$ cat config.mk
export PLATFORM = sky130hd
export DESIGN_NAME = phy_mdio_slave
export DESIGN_NICKNAME = d
export VERILOG_FILES = /design/src/rtl/phy_mdio_pkg.sv /design/src/rtl/mdio_edge_sync.sv /design/src/rtl/phy_mdio_slave.sv
export SDC_FILE = /design/constraint.sdc
export NUM_CORES = 1
export LEC_CHECK = 0
export BUFFER_PORTS_ARGS = -buffer_cell sky130_fd_sc_hd__buf_2
export CAP_MARGIN = 5
export CORE_MARGIN = 3
export CORE_UTILIZATION = 64
export CTS_BUF_LIST = sky130_fd_sc_hd__clkbuf_8
export CTS_CLUSTER_SIZE = 10
export DETAILED_ROUTE_END_ITERATION = 10
export HOLD_SLACK_MARGIN = 0.02
export PLACE_DENSITY = 0.95
export SETUP_SLACK_MARGIN = 0.5
export SYNTH_ARGS = -nofsm -noshare
export SYNTH_HDL_FRONTEND = slang
export SYNTH_SLANG_ARGS = --single-unit
$ cat constraint.sdc
create_clock -name clk -period 3.2 [get_ports clk]
set_input_delay 0.16 -clock clk [delete_from_list [all_inputs] [get_ports clk]]
set_output_delay 0.16 -clock clk [all_outputs]
set_load 0.03 [all_outputs]
$ cat src/rtl/phy_mdio_pkg.sv
// phy_mdio_pkg: shared field constants, widths and FSM state type for the MDIO responder
package phy_mdio_pkg;
    localparam int ADDR_W = 5;
    localparam int DATA_W = 16;
    localparam logic [1:0] ST   = 2'b01;
    localparam logic [1:0] OP_R = 2'b10;
    localparam logic [1:0] OP_W = 2'b01;
    localparam logic [1:0] TA_W = 2'b10;
    typedef enum logic [2:0] {IDLE, ST1, OP, PHYAD, REGAD, TA, WDATA, RDATA} mdio_slv_state_t;
endpackage

$ cat src/rtl/mdio_edge_sync.sv
// mdio_edge_sync: synchronizes mdc/mdio_i into clk and derives mdc rise/fall events
//   clk, rest_n       : system clock, async active-low reset
//   mdc, mdio_i       : asynchronous management clock and data pin
//   mdc_rise/mdc_fall : one-clk event pulses of the synced mdc
//   mdio_s            : synced mdio_i, aligned with the synced mdc
module mdio_edge_sync #(
    parameter int SYNC_STAGES = 2
) (
    input  logic clk,
    input  logic rest_n,
    input  logic mdc,
    input  logic mdio_i,
    output logic mdc_rise,
    output logic mdc_fall,
    output logic mdio_s
);
    logic [SYNC_STAGES-1:0] mdc_q, mdio_q;
    logic                   mdc_prev_q;

    always_ff @(posedge clk or negedge rest_n) begin
        if (!rest_n) begin
            mdc_q      <= '0;
            mdio_q     <= '0;
            mdc_prev_q <= 1'b0;
        end else begin
            mdc_q      <= {mdc_q[SYNC_STAGES-2:0], mdc};
            mdio_q     <= {mdio_q[SYNC_STAGES-2:0], mdio_i};
            mdc_prev_q <= mdc_q[SYNC_STAGES-1];
        end
    end

    assign mdc_rise = mdc_q[SYNC_STAGES-1] & ~mdc_prev_q;
    assign mdc_fall = ~mdc_q[SYNC_STAGES-1] & mdc_prev_q;
    assign mdio_s   = mdio_q[SYNC_STAGES-1];
endmodule

$ cat src/rtl/phy_mdio_slave.sv
// phy_mdio_slave: clause-22 MDIO responder issuing register read/write requests
//   clk, rest_n        : system clock (>= 8x mdc), async active-low reset
//   phy_addr           : this responder's PHY address
//   mdc, mdio_i        : management clock and data in from the master
//   mdio_o, mdio_oe    : data drive value and enable for the pad tristate
//   rd_req, wr_req     : one-clk register request pulses
//   reg_addr, wr_data  : request address and write data, held after the pulse
//   rd_data            : read data, sampled two clk after rd_req
//   busy, frame_err    : frame in progress, malformed-frame pulse
module phy_mdio_slave
    import phy_mdio_pkg::*;
#(
    parameter int PREAMBLE_MIN = 32,
    parameter int SYNC_STAGES  = 2
) (
    input  logic              clk,
    input  logic              rest_n,
    input  logic [ADDR_W-1:0] phy_addr,
    input  logic              mdc,
    input  logic              mdio_i,
    output logic              mdio_o,
    output logic              mdio_oe,
    output logic              rd_req,
    output logic              wr_req,
    output logic [ADDR_W-1:0] reg_addr,
    output logic [DATA_W-1:0] wr_data,
    input  logic [DATA_W-1:0] rd_data,
    output logic              busy,
    output logic              frame_err
);
    localparam logic [5:0] PMIN = 6'(PREAMBLE_MIN);

    logic rise, fall, sdi, rd, op_ok;
    mdio_slv_state_t   state_q, state_d;
    logic [5:0]        pre_q, pre_d;
    logic [4:0]        cnt_q, cnt_d;
    logic [1:0]        op_q, op_d;
    logic              ta_q, ta_d, ta_ok_q, ta_ok_d, match_q, match_d;
    logic [ADDR_W-1:0] adr_q, adr_d, reg_addr_q, reg_addr_d;
    logic [DATA_W-1:0] sh_q, sh_d, wr_data_q, wr_data_d;
    logic              o_q, o_d, oe_q, oe_d, rd_req_q, rd_req_d, wr_req_q, wr_req_d;
    logic              err_q, err_d, rd_dly_q;

    mdio_edge_sync #(.SYNC_STAGES(SYNC_STAGES)) u_sync (
        .clk(clk), .rest_n(rest_n), .mdc(mdc), .mdio_i(mdio_i),
        .mdc_rise(rise), .mdc_fall(fall), .mdio_s(sdi)
    );

    assign rd    = (op_q == OP_R);
    assign op_ok = ({op_q[0], sdi} == OP_R) || ({op_q[0], sdi} == OP_W);

    always_comb begin
        state_d    = state_q;
        pre_d      = pre_q;
        cnt_d      = cnt_q;
        op_d       = op_q;
        ta_d       = ta_q;
        ta_ok_d    = ta_ok_q;
        match_d    = match_q;
        adr_d      = adr_q;
        reg_addr_d = reg_addr_q;
        wr_data_d  = wr_data_q;
        o_d        = o_q;
        oe_d       = oe_q;
        rd_req_d   = 1'b0;
        wr_req_d   = 1'b0;
        err_d      = 1'b0;
        // Read data is captured two clk after the rd_req pulse; the shift register is idle then.
        sh_d       = rd_dly_q ? rd_data : sh_q;
        case (state_q)
            IDLE: if (rise) begin
                pre_d   = sdi ? ((pre_q == PMIN) ? pre_q : pre_q + 6'd1) : 6'd0;
                state_d = (!sdi && pre_q == PMIN) ? ST1 : IDLE;
            end
            ST1: if (rise) begin
                cnt_d   = '0;
                state_d = ({1'b0, sdi} == ST) ? OP : IDLE;
                err_d   = !sdi;
            end
            OP: if (rise) begin
                op_d    = {op_q[0], sdi};
                cnt_d   = cnt_q[0] ? 5'd0 : 5'd1;
                state_d = !cnt_q[0] ? OP : (op_ok ? PHYAD : IDLE);
                err_d   = cnt_q[0] && !op_ok;
            end
            PHYAD: if (rise) begin
                adr_d   = {adr_q[3:0], sdi};
                match_d = ({adr_q[3:0], sdi} == phy_addr);
                cnt_d   = (cnt_q == 5'd4) ? 5'd0 : cnt_q + 5'd1;
                state_d = (cnt_q == 5'd4) ? REGAD : PHYAD;
            end
            REGAD: if (rise) begin
                adr_d = {adr_q[3:0], sdi};
                cnt_d = (cnt_q == 5'd4) ? 5'd0 : cnt_q + 5'd1;
                if (cnt_q == 5'd4) begin
                    state_d = TA;
                    if (rd && match_q) begin
                        rd_req_d   = 1'b1;
                        reg_addr_d = {adr_q[3:0], sdi};
                    end
                end
            end
            TA: begin
                // First TA fall stays released; the second drives the turnaround zero.
                if (fall && rd && match_q && cnt_q == 5'd1) begin
                    oe_d = 1'b1;
                    o_d  = 1'b0;
                end
                if (rise) begin
                    ta_d    = sdi;
                    ta_ok_d = ({ta_q, sdi} == TA_W);
                    cnt_d   = (cnt_q == 5'd1) ? 5'd0 : 5'd1;
                    state_d = (cnt_q != 5'd1) ? TA : (rd ? RDATA : WDATA);
                end
            end
            WDATA: if (rise) begin
                sh_d  = {sh_q[DATA_W-2:0], sdi};
                cnt_d = cnt_q + 5'd1;
                if (cnt_q == 5'd15) begin
                    cnt_d   = '0;
                    state_d = IDLE;
                    if (match_q && ta_ok_q) begin
                        wr_req_d   = 1'b1;
                        wr_data_d  = {sh_q[DATA_W-2:0], sdi};
                        reg_addr_d = adr_q;
                    end
                    err_d = match_q && !ta_ok_q;
                end
            end
            RDATA: if (fall) begin
                // Falls 0..15 drive bits 15..0; fall 16 ends the bit-0 period.
                cnt_d = cnt_q + 5'd1;
                if (cnt_q == 5'd16) begin
                    cnt_d   = '0;
                    oe_d    = 1'b0;
                    o_d     = 1'b0;
                    state_d = IDLE;
                end else if (match_q) begin
                    oe_d = 1'b1;
                    o_d  = sh_q[DATA_W-1];
                    sh_d = {sh_q[DATA_W-2:0], 1'b0};
                end
            end
        endcase
    end

    always_ff @(posedge clk or negedge rest_n) begin
        if (!rest_n) begin
            state_q    <= IDLE;
            pre_q      <= '0;
            cnt_q      <= '0;
            op_q       <= '0;
            ta_q       <= 1'b0;
            ta_ok_q    <= 1'b0;
            match_q    <= 1'b0;
            adr_q      <= '0;
            reg_addr_q <= '0;
            sh_q       <= '0;
            wr_data_q  <= '0;
            o_q        <= 1'b0;
            oe_q       <= 1'b0;
            rd_req_q   <= 1'b0;
            wr_req_q   <= 1'b0;
            err_q      <= 1'b0;
            rd_dly_q   <= 1'b0;
        end else begin
            state_q    <= state_d;
            pre_q      <= pre_d;
            cnt_q      <= cnt_d;
            op_q       <= op_d;
            ta_q       <= ta_d;
            ta_ok_q    <= ta_ok_d;
            match_q    <= match_d;
            adr_q      <= adr_d;
            reg_addr_q <= reg_addr_d;
            sh_q       <= sh_d;
            wr_data_q  <= wr_data_d;
            o_q        <= o_d;
            oe_q       <= oe_d;
            rd_req_q   <= rd_req_d;
            wr_req_q   <= wr_req_d;
            err_q      <= err_d;
            rd_dly_q   <= rd_req_q;
        end
    end

    assign mdio_o    = o_q;
    assign mdio_oe   = oe_q;
    assign rd_req    = rd_req_q;
    assign wr_req    = wr_req_q;
    assign reg_addr  = reg_addr_q;
    assign wr_data   = wr_data_q;
    assign frame_err = err_q;
    assign busy      = (state_q != IDLE);
endmodule
# Word level (Yosys, flattened, before mapping)
# Cells that the tools add are included.
[word_totals]
input_bits = 25
wordCells = 158
register_bits = 72
[classes]
bitwise = 4
add_sub_neg = 2
muxes = 69
reduce_logical = 28
eq_ne = 35
[ops]
columns = ["operator", "count"]
rows = [
  ["$mux W16", 5],
  ["$mux W5", 15],
  ["$mux W3", 12],
  ["$pmux W16 S2", 1],
  ["$ne A2 B2 Y1 const B", 15],
  ["$pmux W5 S6", 1],
  ["$mux W1", 24],
  ["$pmux W3 S8", 1],
  ["$reduce_and A7 Y1", 2],
  ["$eq A3 B3 Y1 const B", 4],
  ["$mux W6", 2],
  ["$reduce_and A11 Y1", 1],
  ["$pmux W5 S2", 1],
  ["$logic_and A1 B1 Y1", 8],
  ["$mux W2", 4],
  ["$reduce_and A2 Y1", 4],
  ["$reduce_and A4 Y1", 2],
  ["$add A6 B1 Y6 const B", 1],
  ["$eq A2 B2 Y1 const B", 3],
  ["$eq A3 B2 Y1 const B", 2],
  ["$eq A6 B6 Y1 const B", 1],
  ["$reduce_bool A6 Y1", 1],
  ["$add A5 B1 Y5 const B", 1],
  ["$eq A5 B1 Y1 const B", 1],
  ["other kinds (20)", 26],
]

# Depth between registers and ports, before layout
[logic_depth]
depth_word = 7
depth_mapped = 8

# Hierarchy
# From an unflattened synthesis, not the netlist that was laid out.
[hier_totals]
hier_cells = 354
hier_area_um2 = 3624.7
[modules_own_cells]
columns = ["module", "seq_area_each_um2", "area_per_inst_um2", "instances", "cells_per_inst"]
rows = [
  ["phy_mdio_slave", 1676.6, 3484.6, 1, 347],
  ["mdio_edge_sync", 125.1, 140.1, 1, 7],
]

# Least setup slack after synthesis
# OpenSTA, ideal clock, no wires.
[synth_path]
path_kind = "reg-to-reg"
startpoint = "register cnt_q[4]"
endpoint = "register wr_data_q[10], in the netlist wr_data[10]"
arrival_ns = 1.769
path_slack_ns = 1.306
period_less_slack_ns = 1.894
stages_incl_launch_ff = 6
setup_ns = 0.125
path_cell_list = "dfrtp_1 > buf_2 > nand4b_2 > nor4_4 > buf_6 > mux2_4"
[synth_between]
elab_chain_len = 2
[synth_rtl]
columns = ["element", "line_no", "source"]
rows = [
  ["start: declaration", "phy_mdio_slave.sv:36", "logic [4:0] cnt_q, cnt_d;"],
  ["start signal: assignment", "phy_mdio_slave.sv:169", "cnt_q <= cnt_d;"],
  ["$eq A5 B4 Y1", "phy_mdio_slave.sv:119", "if (cnt_q == 5'd15) begin"],
  ["$reduce_and A4 Y1 (no line)", "-", ""],
  ["end signal: assignment", "phy_mdio_slave.sv:177", "wr_data_q <= wr_data_d;"],
  ["end: declaration", "phy_mdio_slave.sv:40", "logic [DATA_W-1:0] sh_q, sh_d, wr_data_q, wr_data_d;"],
]
# No other way between the ends.
# A chain may end at the register's enable or synchronous reset.

# Final worst setup path
[layout_path]
startpoint = "register state_q[2]"
endpoint = "register wr_data_q[4], in the netlist wr_data[4]"
[layout_between]
elab_chain_len = 2
[layout_rtl]
columns = ["element", "line_no", "source"]
rows = [
  ["start: declaration", "phy_mdio_slave.sv:34", "mdio_slv_state_t state_q, state_d;"],
  ["start signal: assignment", "phy_mdio_slave.sv:167", "state_q <= state_d;"],
  ["$eq A3 B3 Y1", "phy_mdio_slave.sv:70", "case (state_q)"],
  ["$reduce_and A4 Y1 (no line)", "-", ""],
]
# No other way between the ends.

==> summary.md <==
| Metric | Value |
|---|---|
| Result of the run | `finished, final reports clean` |
| Number of enable flip-flop cells after synthesis | `0` |
| Via-to-Cell Ratio | `6.25` |
| Critical Path Source | `state_q[2]` |
| Crit Path Category | `flop to flop` |
| Synth Area per Inst | `10.9 µm²` |
| Setup repair after global routing missed its margin | `no` |
| Final setup violation count | `0` |
| Worst-case register-to-register setup slack | `0.83 ns` |
| Buffer type at the clock tree root | `clkbuf_8` |
| Pwr per Cell Area | `440 nW/µm²` |
| Post-layout util | `76.3%` |
| Global-route wire length before repair | `13400 µm` |
| Total track usage | `26.3%` |
| Share of async-settable or async-resettable flops after synthesis | `100%` |
| Port bufs | `51` |
| CP Capture Point | `wr_data[4]` |
| Number of pins exceeding their max-slew limit in the final report | `0` |
| Type of element launching the critical path | `flop` |
| Number of warnings issued by yosys | `0` |
| Element type at the critical path end | `flop` |
| Remaining max-slew budget at the tightest pin | `43.0%` |
| Die X-Extent | `82.6 µm` |
| Number of antenna violations at the first check in global routing | `0` |
| Share of final-layout standard cells stronger than drive strength 1 | `26.9%` |
| Peak fanout along the critical path | `27` |
| Iteration count of the initial detailed-routing pass | `4` |
| Routed wirelength normalized by instance count | `18.1 µm` |
| Overall overflow remaining after global route | `0` |
| Register area share after synthesis | `48.0%` |
| Path category of the worst min-delay check | `primary input to flop` |
| Die Footprint | `6820 µm²` |
| Clock Latency Late Sink | `0.36 ns` |
| Drt total wl | `8420 µm` |
| LEAKAGE | `2.00 nW` |
| Transition time at the pin with the least slew margin | `0.855 ns` |
| Number of DRC markers after the initial detailed-route iteration | `167` |
| Floorplan core area | `5610 µm²` |
| Number of nets with antenna violations after detailed routing | `0` |
| Pin count of the biggest net entering global routing | `40` |
| Routability-driven placement congestion ratio | `0.908` |
| Total DRC errors in the routed layout | `0` |
| Reg2Reg Capture Point | `wr_data[4]` |
| Worst reg2reg startpoint | `state_q[2]` |
| Post-route clock period utilization | `74.2%` |
| Clock tree from TritonCTS | `built` |
| Setup TNS Final | `0 ns` |
| Required time reported for the critical path endpoint | `3.44 ns` |
| Syn nets | `374` |
| Cell count of the worst reg-to-reg path | `4` |
| DIE HEIGHT | `82.6 µm` |
| Max Clock Skew | `0.0130 ns` |
| HPWL after detailed placement | `5700 µm` |
| Final critical-path required period | `2.37 ns` |
| Layout filler cell count | `345` |
| Area Overhead vs Synth | `14.1%` |
| Cell count after synthesis | `343` |
| Via count of the first global-routing pass | `2823` |
| Site Rows | `27` |
| Netlist cell types | `58` |
| Reported max-cap violation count | `0` |
| TritonCTS Buffers | `9` |
| Synth Cell Area | `3750 µm²` |
| Starting utilization of the core area | `66.9%` |
| Signal arrival time at the worst endpoint | `2.62 ns` |
| CTS Sinks | `72` |
| Antenna diode count | `0` |
| Flops & latches, synth | `72` |
| Most used flip-flop cell after synthesis | `dfrtp_1` |
| Post-CTS setup repair buffer count | `0` |
| Max IR drop VDD | `0.000352 V` |
| Level count of the clock H-tree | `3` |
| Maximum buffer depth of the clock tree | `2` |
| Clock-pin slew reported for the worst setup and hold paths after clock tree synthesis | `0.08 ns` |
| NumNets Final | `420` |
| Achievable frequency | `421 MHz` |
| Top Ports | `52` |
| Count of vias placed by the detailed router | `2913` |
| Endpoints failing hold | `0` |
[sequential cells by signal, indices dropped and copies added (netlist names), 2 cells and up]
register and count:
sh_q 16, wr_data 16, pre_q 6, adr_q 5, cnt_q 5, reg_addr 5, state_q 3, op_q 2
u_sync.mdc_q 2, u_sync.mdio_q 2
[where the power goes]
group / internal, mW / switching, mW
sequential: 0.930 / 0.0272
clock: 0.445 / 0.378
combinational: 0.0484 / 0.0548
[worst max-delay path: stages, from the launching register on]
cell      delay, ns
dfrtp_1        0.89
nand3b_4       0.33
nor4_4         0.33
buf_4          0.32
mux2_2         0.38
[what timing repair did]
| action | in CTS | in global routing |
|---|---|---|
| hold buffers | 3 | 0 |
| setup endpoints to repair | 0 | 13 |
| endpoints found under the hold margin | 35 | 0 |
| resized for setup | 0 | 1 |
[logic make-up after synthesis]
kind of cell	after synthesis	synth area share, %
AO/OA/AOI/OAI	74	13.5
XOR/XNOR	6	1.40
adder cells (fa/ha/maj)	6	2.00
buffers and inverters	31	4.03
flip-flops	72	48.0
multiplexers	49	14.8
AND/OR/NAND/NOR	105	16.2
[per-layer routing]
| metal | share of wire, % | wire [µm] | up-vias | track usage [%] |
|---|---|---|---|---|
| met3 | 6.0 | 508 | 26 | 5.10 |
| li1 | - | - | 1330 | - |
| met1 | 41 | 3430 | 1436 | 32.8 |
| met5 | 0 | 0 | - | 0 |
| met2 | 50 | 4230 | 121 | 42.9 |
| met4 | 3.0 | 251 | 0 | 14.4 |
[how the worst min path moves through the flow]
stage | startpoint | end | slack, ns | cells past startpoint
detailed placement | mdio_i | u_sync.mdio_q[0] | 0.27 | 1
global route | phy_addr[1] | match_q | 0.12 | 4
finish | phy_addr[1] | match_q | 0.09 | 4
global placement | rest_n | pre_q[2] | 0.26 | 1
floorplan | rest_n | adr_q[0] | -0.14 | 0
CTS | phy_addr[1] | match_q | 0.09 | 4
[placed cells by master, fill, tap and decap left out, types with 3 or more instances in the layout]
cell / Yosys / layout
nor3b_1: 5 / 5
o21ai_1: 5 / 5
a22o_1: 8 / 8
dfrtp_1: 72 / 72
nand2_1: 21 / 21
ha_1: 6 / 6
buf_2: 10 / 51
nor2b_1: 8 / 8
o22ai_1: 3 / 3
mux2_4: 9 / 9
buf_4: 0 / 4
inv_1: 8 / 8
mux2_2: 16 / 16
nand2b_1: 4 / 4
a21oi_1: 20 / 20
dlygate4sd3_1: 0 / 3
clkbuf_8: 0 / 9
a21o_1: 4 / 4
nand3_1: 10 / 10
o211ai_1: 4 / 4
xnor2_1: 3 / 3
nor2_1: 27 / 27
nor3_1: 6 / 6
mux2i_1: 24 / 24
o21ai_0: 13 / 13
xor2_1: 3 / 3
[final cells by class]
cell class | instances | area [µm²] | share of cell area [%]
sequential | 72 | 1800 | 42.1
inverter | 8 | 30.0 | 0.701
tap | 72 | 90.1 | 2.10
multi-input combinational | 240 | 1820 | 42.5
timing repair buffer | 58 | 315 | 7.36
clock inverter | 7 | 101 | 2.37
clock buffer | 9 | 124 | 2.89
[metrics by stage]
| stage | power, mW | hold WS, ns | std cells | area (µm²) | setup WS, ns |
|---|---|---|---|---|---|
| 2_1_floorplan | 1.02 | -0.136 | 343 | 3750 | 1.31 |
| 3_3_place_gp | 1.07 | 0.265 | 447 | 4020 | 0.917 |
| 3_5_place_dp | 1.07 | 0.270 | 447 | 4020 | 0.712 |
| 4_1_cts | 1.89 | 0.0937 | 466 | 4270 | 0.667 |
| 5_1_grt | 1.95 | 0.123 | 466 | 4280 | 0.686 |
| 6_report | 1.88 | 0.0947 | 466 | 4280 | 0.825 |
[synth_stat cells (all sizes together), types with 3 or more instances]
library cell	count	share of area, %
dfrtp	72	48
nor2	27	2.7
mux2	25	8.4
mux2i	24	6.4
a21oi	21	2.9
nand2	21	2.1
o21ai	18	2.4
buf	14	2.3
nand3	10	1.3
clkbuf	9	0.90
a22o	8	1.9
inv	8	0.80
nor2b	8	1.3
ha	6	2.0
nor3	6	0.80
nor3b	5	1.0
a21o	4	0.80
nand2b	4	0.67
o211ai	4	0.80
o22ai	4	0.83
nand3b	3	0.93
or2	3	0.50
xnor2	3	0.70
xor2	3	0.70
No activity file was read; power rests on OpenSTA's default activity.
